### src/rtl/ex_div.sv
// rtl/ex_div.sv - iterative RV32M DIV/DIVU/REM/REMU unit for the execute stage
module ex_div #(
  parameter int XLEN = 32
) (
  input  logic            clk,
  input  logic            rst,
  input  logic            start_i,
  input  logic [1:0]      div_op_i,
  input  logic [XLEN-1:0] dividend_i,
  input  logic [XLEN-1:0] divisor_i,
  input  logic [4:0]      rd_addr_i,
  input  logic            ex_stall_i,
  input  logic            flush_i,
  output logic [XLEN-1:0] result_o,
  output logic [4:0]      rd_addr_o,
  output logic            done_o,
  output logic            busy_o,
  output logic            stall_req_o
);

  localparam int CW = $clog2(XLEN) + 1;
  localparam logic [XLEN-1:0] MIN_NEG  = {1'b1, {(XLEN-1){1'b0}}};
  localparam logic [XLEN-1:0] ALL_ONES = {XLEN{1'b1}};
  localparam logic [CW-1:0]   LAST_CNT = CW'(XLEN - 1);

  typedef enum logic [1:0] {S_IDLE, S_CALC, S_DONE} state_t;

  state_t          state;
  logic            op_rem;
  logic            neg_quo;
  logic            neg_rem;
  logic [XLEN-1:0] quo;
  logic [XLEN-1:0] dsr;
  logic [XLEN:0]   rem;
  logic [CW-1:0]   cnt;

  logic            is_signed;
  logic            dividend_neg;
  logic            divisor_neg;
  logic [XLEN-1:0] dividend_abs;
  logic [XLEN-1:0] divisor_abs;
  logic            div_zero;
  logic            overflow;
  logic [XLEN:0]   rem_sh;
  logic            rem_ge;
  logic [XLEN:0]   rem_nx;
  logic [XLEN-1:0] quo_nx;
  logic [XLEN-1:0] quo_fin;
  logic [XLEN-1:0] rem_fin;

  // Operand preparation: magnitudes and sign fix-up flags for signed ops
  always_comb begin
    is_signed    = ~div_op_i[0];
    dividend_neg = is_signed & dividend_i[XLEN-1];
    divisor_neg  = is_signed & divisor_i[XLEN-1];
    dividend_abs = dividend_neg ? (~dividend_i + 1'b1) : dividend_i;
    divisor_abs  = divisor_neg ? (~divisor_i + 1'b1) : divisor_i;
    div_zero     = (divisor_i == '0);
    overflow     = is_signed & (dividend_i == MIN_NEG) & (divisor_i == ALL_ONES);
  end

  // One restoring step: shift the next dividend bit into the partial remainder
  always_comb begin
    rem_sh  = {rem[XLEN-1:0], quo[XLEN-1]};
    rem_ge  = (rem_sh >= {1'b0, dsr});
    rem_nx  = rem_ge ? (rem_sh - {1'b0, dsr}) : rem_sh;
    quo_nx  = {quo[XLEN-2:0], rem_ge};
    quo_fin = neg_quo ? (~quo_nx + 1'b1) : quo_nx;
    rem_fin = neg_rem ? (~rem_nx[XLEN-1:0] + 1'b1) : rem_nx[XLEN-1:0];
  end

  // Stall the front of the pipe while a divide is in EX and has no result yet
  always_comb begin
    stall_req_o = start_i & ~done_o & ~flush_i;
  end

  // Control FSM with datapath registers and registered status outputs
  always_ff @(posedge clk or posedge rst) begin
    if (rst) begin
      state     <= S_IDLE;
      op_rem    <= 1'b0;
      neg_quo   <= 1'b0;
      neg_rem   <= 1'b0;
      quo       <= '0;
      dsr       <= '0;
      rem       <= '0;
      cnt       <= '0;
      result_o  <= '0;
      rd_addr_o <= '0;
      done_o    <= 1'b0;
      busy_o    <= 1'b0;
    end else if (flush_i) begin
      state  <= S_IDLE;
      done_o <= 1'b0;
      busy_o <= 1'b0;
    end else begin
      case (state)
        S_IDLE: begin
          if (start_i) begin
            op_rem    <= div_op_i[1];
            rd_addr_o <= rd_addr_i;
            neg_quo   <= dividend_neg ^ divisor_neg;
            neg_rem   <= dividend_neg;
            quo       <= dividend_abs;
            dsr       <= divisor_abs;
            rem       <= '0;
            cnt       <= '0;
            if (div_zero) begin
              result_o <= div_op_i[1] ? dividend_i : ALL_ONES;
              state    <= S_DONE;
              done_o   <= 1'b1;
            end else if (overflow) begin
              result_o <= div_op_i[1] ? '0 : MIN_NEG;
              state    <= S_DONE;
              done_o   <= 1'b1;
            end else begin
              state  <= S_CALC;
              busy_o <= 1'b1;
            end
          end
        end
        S_CALC: begin
          rem <= rem_nx;
          quo <= quo_nx;
          if (cnt == LAST_CNT) begin
            cnt      <= '0;
            result_o <= op_rem ? rem_fin : quo_fin;
            state    <= S_DONE;
            busy_o   <= 1'b0;
            done_o   <= 1'b1;
          end else begin
            cnt <= cnt + 1'b1;
          end
        end
        S_DONE: begin
          if (!ex_stall_i) begin
            state  <= S_IDLE;
            done_o <= 1'b0;
          end
        end
        default: begin
          state  <= S_IDLE;
          done_o <= 1'b0;
          busy_o <= 1'b0;
        end
      endcase
    end
  end

endmodule

### config.mk
export PLATFORM = sky130hd
export DESIGN_NAME = ex_div
export DESIGN_NICKNAME = d
export VERILOG_FILES = /design/src/rtl/ex_div.sv
export SDC_FILE = /design/constraint.sdc
export NUM_CORES = 1
export LEC_CHECK = 0
export ABC_CLOCK_PERIOD_IN_PS = 11500
export BUFFER_PORTS_ARGS = -buffer_cell sky130_fd_sc_hd__buf_2
export CORE_MARGIN = 2
export CORE_UTILIZATION = 63
export CTS_CLUSTER_DIAMETER = 80
export DETAILED_ROUTE_END_ITERATION = 8
export GPL_ROUTABILITY_DRIVEN = 1
export PLACE_DENSITY = 0.82
export SLEW_MARGIN = 20
export SYNTH_ARGS = -nofsm -noshare
export SYNTH_HDL_FRONTEND = slang
export SYNTH_SLANG_ARGS = --single-unit
### constraint.sdc
create_clock -name clk -period 11.5 [get_ports clk]
set_clock_uncertainty 0.05 [all_clocks]
set_input_delay 1.15 -clock clk [delete_from_list [all_inputs] [get_ports clk]]
set_output_delay 1.15 -clock clk [all_outputs]
set_load 0.01 [all_outputs]
=== Word-level counts from Yosys, hierarchy flattened ===
Cells that the tools add are included.

* Add/sub/neg operators: 6
* Multiply operators: 0
* Divide/modulo/power cells: 0
* $lt $le $gt $ge: 1
* Equal/unequal tests: 15
* Shift-type cells: 0
* Multiplexer cells: 40
* Bitwise gates (word level): 14
* Reductions and logical operators: 9

{| class="wikitable"
|+ Operators with widths
! kind !! number
|-
| 32-bit 2-to-1 mux || 14
|-
| 32-bit case mux with 2 select lines || 3
|-
| 32-bit by 1-bit adder with 32-bit output (second input constant) || 4
|-
| 32-bit inverter || 4
|-
| 32-bit == test (second input constant) || 2
|-
| 33-bit by 32-bit >= comparator with 1-bit output || 1
|-
| 32-bit zero test || 1
|-
| 32-bit subtractor || 1
|-
| 3-bit != test (second input constant) || 6
|-
| 2-bit 2-to-1 mux || 6
|-
| 6-bit 2-to-1 mux || 2
|-
| 6-bit case mux with 2 select lines || 1
|-
| 1-bit 2-to-1 mux || 11
|-
| 5-bit AND reduction || 2
|-
| 3-bit AND reduction || 3
|-
| 6-bit by 1-bit adder with 6-bit output (second input constant) || 1
|-
| 1-bit AND || 6
|-
| 6-bit by 5-bit == test with 1-bit output (second input constant) || 1
|-
| 2-bit != test (second input constant) || 3
|-
| 1-bit case mux with 3 select lines || 2
|-
| 2-bit case mux with 3 select lines || 1
|-
| 4-bit != test (second input constant) || 1
|-
| 4-bit AND reduction || 1
|-
| 1-bit inverter || 3
|-
| other kinds (5) || 5
|}

* Bits in registers: 146
* Bits in latches: 0
* Bits in writable memories: 0
* ROM bits: 0
* Input bits: 76
* Output and inout bits: 40
* Word-level logic and storage cells: 97
* Memories kept: 0

=== Longest topological paths before layout ===
* Word-level depth: 8
* Gate-level depth with buffers: 21
* Mapped depth without buffers: 18

=== Worst setup path after synthesis ===
Ideal clock, no wire load.

* Path kind: register -> register
* From: register rem[1]
* To: register result_o[22]
* Library setup time: 132 ps
* Arrival: 4327 ps
* Setup slack: 6991 ps
* Stages on the path, launching flop included: 19
* Period minus slack after synthesis: 4509 ps
* Cell sequence: dfrtp_1 ha_1 nor2_1 a211o_1 a2111oi_4 o211ai_4 nand2_4 clkbuf_1 clkbuf_1 buf_2 nand2_1 o21ai_0 ha_1 o211ai_1 buf_2 o41ai_1 xor2_1 a21oi_1 o21ai_1

* Word-level cells in the longest chain between the ends: 8
* Elaborated cells on any way between the ends: 12
* Those cells by class: add/sub (3); order compare (1); mux (6); bitwise (2)

{| class="wikitable"
|+ RTL lines
! element !! line !! text
|-
| start, declared || 34 || <nowiki>logic [XLEN:0] rem;</nowiki>
|-
| start signal, assigned || 123 || <nowiki>rem <= rem_nx;</nowiki>
|-
| 32-bit subtractor / 33-bit by 32-bit >= comparator with 1-bit output (equally long branches) || 66, 65 ||
|-
| 32-bit 2-to-1 mux || 66 || <nowiki>rem_nx = rem_ge ? (rem_sh - {1'b0, dsr}) : rem_sh;</nowiki>
|-
| 32-bit inverter || 69 || <nowiki>rem_fin = neg_rem ? (~rem_nx[XLEN-1:0] + 1'b1) : rem_nx[XLEN-1:0];</nowiki>
|-
| 32-bit by 1-bit adder with 32-bit output || 69 ||
|-
| 32-bit 2-to-1 mux || 69 ||
|-
| 32-bit 2-to-1 mux (*) || 127 || <nowiki>result_o <= op_rem ? rem_fin : quo_fin;</nowiki>
|-
| 32-bit 2-to-1 mux (*) || 125 || <nowiki>if (cnt == LAST_CNT) begin</nowiki>
|-
| 32-bit case mux with 2 select lines (*) || 97 || <nowiki>case (state)</nowiki>
|-
| end signal, assigned || 109 || <nowiki>result_o <= div_op_i[1] ? dividend_i : ALL_ONES;</nowiki>
|-
| end signal, assigned || 113 || <nowiki>result_o <= div_op_i[1] ? '0 : MIN_NEG;</nowiki>
|-
| end signal, assigned || 127 ||
|-
| end, declared || 14 || <nowiki>output logic [XLEN-1:0] result_o,</nowiki>
|}

Mark *: on every way between the ends. The rest lies on a longest branch, timed or not. The select of a mux whose other input is x is not followed.
A chain may end at the register's enable or synchronous reset.

=== Worst setup path in the final report ===
* From: register rem[19]
* To: register result_o[28]

The elaborated chain is that of the path after synthesis.

==> impl_metrics.yaml <==
clock_network:
  clockBufferDepth: 2
  post_cts_buffers: 0
  cts_buffers: 17
  clk_pin_slew_ns: 0.07
  holdBufCountCts: 0
  root_buffer: "clkbuf_16"
  clock-sinks: 146
  post_cts_resized: 0
  clock_latency_ns: 0.45
  tritoncts: "yes"
  h-tree-depth: 4
yosys:
  yosysTopAreaCell: "dfrtp_1"
  async_flop_share_pct: 100
  synth-seq-area-share_pct: 30.8
  synth_top_area_share_pct: 30.8
  ys_top_cells_by_area: "dfrtp_1 31%, o21ai_0 8.6%, nand2_1 6.5%"
  syn_area_per_cell_um2: 7.66
  syn_area_mm2: 0.0119
  synth_nets: 1664
  synth_warnings: 0
  syn_inst: 1549
  synthDistinctLibCells: 74
  ys.flop_type: "dfrtp_1"
  synth_edf_count: 0
  ys_ff_latch: 146
run_status:
  status: "complete, no violations"
power:
  p_leak_nw: 5.50
  ir_drop_uv: 121
  powerDensity_mw_per_mm2: 164
sta:
  tns_ns: 0
  hold_viol_final: 0
  finalSetupViolCount: 0
  tightest_slew_ns: 1.05
  slew_violations: 0
  fmax_ghz: 0.183
  rsz0062_at_grt: "no"
  finalCriticalPeriod_ns: 5.47
  final.period_utilization_pct: 47.5
  finalHoldWorstSlack_ns: 0.428
  max-slew-margin-rel_pct: 29.9
global_routing:
  antenna_found_initial: 1
  overflow: 0
  grt_first_pass_wirelength_mm: 58.8
  grt_usage_pct: 37.4
  grt_start_max_net_pins: 100
  grt_pass1_vias: 11120
placement:
  io_buffer_count: 115
  post-dp-hpwl_mm: 27.6
  gp_congestion: 1.01
cells_and_area:
  drive_gt1_share_pct: 11.6
  nets: 1719
  final_cell_mix: "206 x nand2_1, 204 x o21ai_0, 146 x dfrtp_1"
  syn_to_final_growth_pct: 9.95
  final_common_cell: "nand2_1"
  fillers: 1569
drt:
  via_per_inst: 6.58
  wire_per_inst_um: 20.0
  routed_wirelength_mm: 37.1
  vias: 12192
  antenna_left: 0
  firstDrtPassIters: 6
  drc: 0
  dr.first_iter.drc_count: 1322
setup_path:
  critPathCapture: "result_o[28]"
  startpoint: "rem[19]"
  r2r_end: "result_o[28]"
  cp_max_fo: 52
  cp.required_ns: 11.80
  worstPathArrival_ns: 5.76
  critPathCaptureType: "flop"
  worstReg2RegStart: "rem[19]"
  worstSetupPathType: "reg2reg"
  worstRegToRegCells: 14
  r2r_setup_slack_ns: 6.03
  critPathLaunchType: "flop"
floorplan:
  design.core.area_mm2: 0.0186
  start_util_pct: 63.8
  die_w_um: 141
  die-area_mm2: 0.0199
  fp-row-count: 50
  io_pins: 116
  dieHeight_um: 141
flow_run:
  cap_violations: 0
hold_path:
  hold_start: "dsr[6]"
  hold_class: "reg2reg"
-- critical path, stage by stage, from the launching register on --
cell and delay (ns):
dfrtp_1 0.42, ha_1 0.41, a21oi_1 0.37, o21ai_0 0.17, a21oi_1 0.43, o211a_1 0.35
nand2_4 0.41, inv_2 0.65, mux2i_1 0.35, ha_1 0.27, o211ai_1 0.40, nor4_4 0.47
a31oi_1 0.15, xor2_1 0.18, a221oi_2 0.27
-- cells in the mapped netlist (all sizes together) (23+ instances only) --
library cell  count
nand3            25
nor2            125
o21ai           208
xor2             67
ha               38
dfrtp           146
clkbuf           78
nor3             37
a31oi            27
o211ai           27
o31ai            28
nand2           207
a21oi           143
nand4            23
inv              59
xnor2            65
-- final cells by class --
class	count	area, µm²	area share [%]
repair buffers	125	651	4.99
flip-flops and latches	146	3650	28.0
diodes	1	2.50	0.0192
well taps	234	293	2.25
inverters	59	226	1.74
clock buffers	17	425	3.26
multi-input cells	1255	7660	58.7
clock inverters	15	129	0.988
-- power breakdown --
part           leakage, nW  switching, mW  internal [mW]
Sequential            1.88          0.132          0.637
Clock                0.267          0.253          0.282
Combinational         3.36          0.520          0.311
-- kinds of logic (layout without fill, tap and decap cells) --
logic type                 Yosys count  count (layout)  synth area share [%]
xor gates and xnor gates           132             132                  9.75
and+or+nand+nor                    527             527                  20.8
other                                0               1                     0
muxes                               26              26                  2.24
adders and majority gates           39              39                  4.18
buffers and inverters              148             216                  4.81
DFF                                146             146                  30.8
AOI/OAI and AO/OA                  531             531                  27.4
-- per-stage QoR --
stage | setup WS [ns] | cell area (µm²) | total power [mW] | utilization [%] | std cells
2_1_floorplan | 6.38 | 11900 | 1.32 | - | 1549
3_3_place_gp | 6.27 | 12500 | 1.57 | 67.2 | 1819
3_5_place_dp | 6.18 | 12500 | 1.58 | 67.2 | 1819
4_1_cts | 6.13 | 13000 | 2.12 | 70.1 | 1851
5_1_grt | 5.59 | 13000 | 2.26 | 70.2 | 1851
6_report | 6.03 | 13000 | 2.13 | 70.2 | 1852
-- flip-flops by register name, indices dropped and copies added, names as in the netlist --
| register | cells |
|---|---|
| busy_o | 1 |
| cnt | 6 |
| done_o | 1 |
| dsr | 32 |
| neg_quo | 1 |
| neg_rem | 1 |
| op_rem | 1 |
| quo | 32 |
| rd_addr_o | 5 |
| rem | 32 |
| result_o | 32 |
| state | 2 |
-- worst min-delay path by stage --
| stage | to | slack, ns | cells after the start |
|---|---|---|---|
| floorplan | dsr[10] | 0.40 | 2 |
| global placement | rd_addr_o[4] | 0.41 | 2 |
| detailed placement | rd_addr_o[1] | 0.41 | 2 |
| CTS | rd_addr_o[4] | 0.43 | 2 |
| global route | result_o[6] | 0.45 | 1 |
| finish | dsr[6] | 0.43 | 2 |
-- layer usage --
layer | track usage, % | vias to the layer above | share of wire [%]
li1 | - | 5718 | -
met1 | 51.2 | 5770 | 41
met2 | 59.5 | 610 | 46
met3 | 7.03 | 94 | 9.0
met4 | 13.7 | 0 | 3.3
met5 | 0 | - | 0
(Power assumes the default switching activity.)
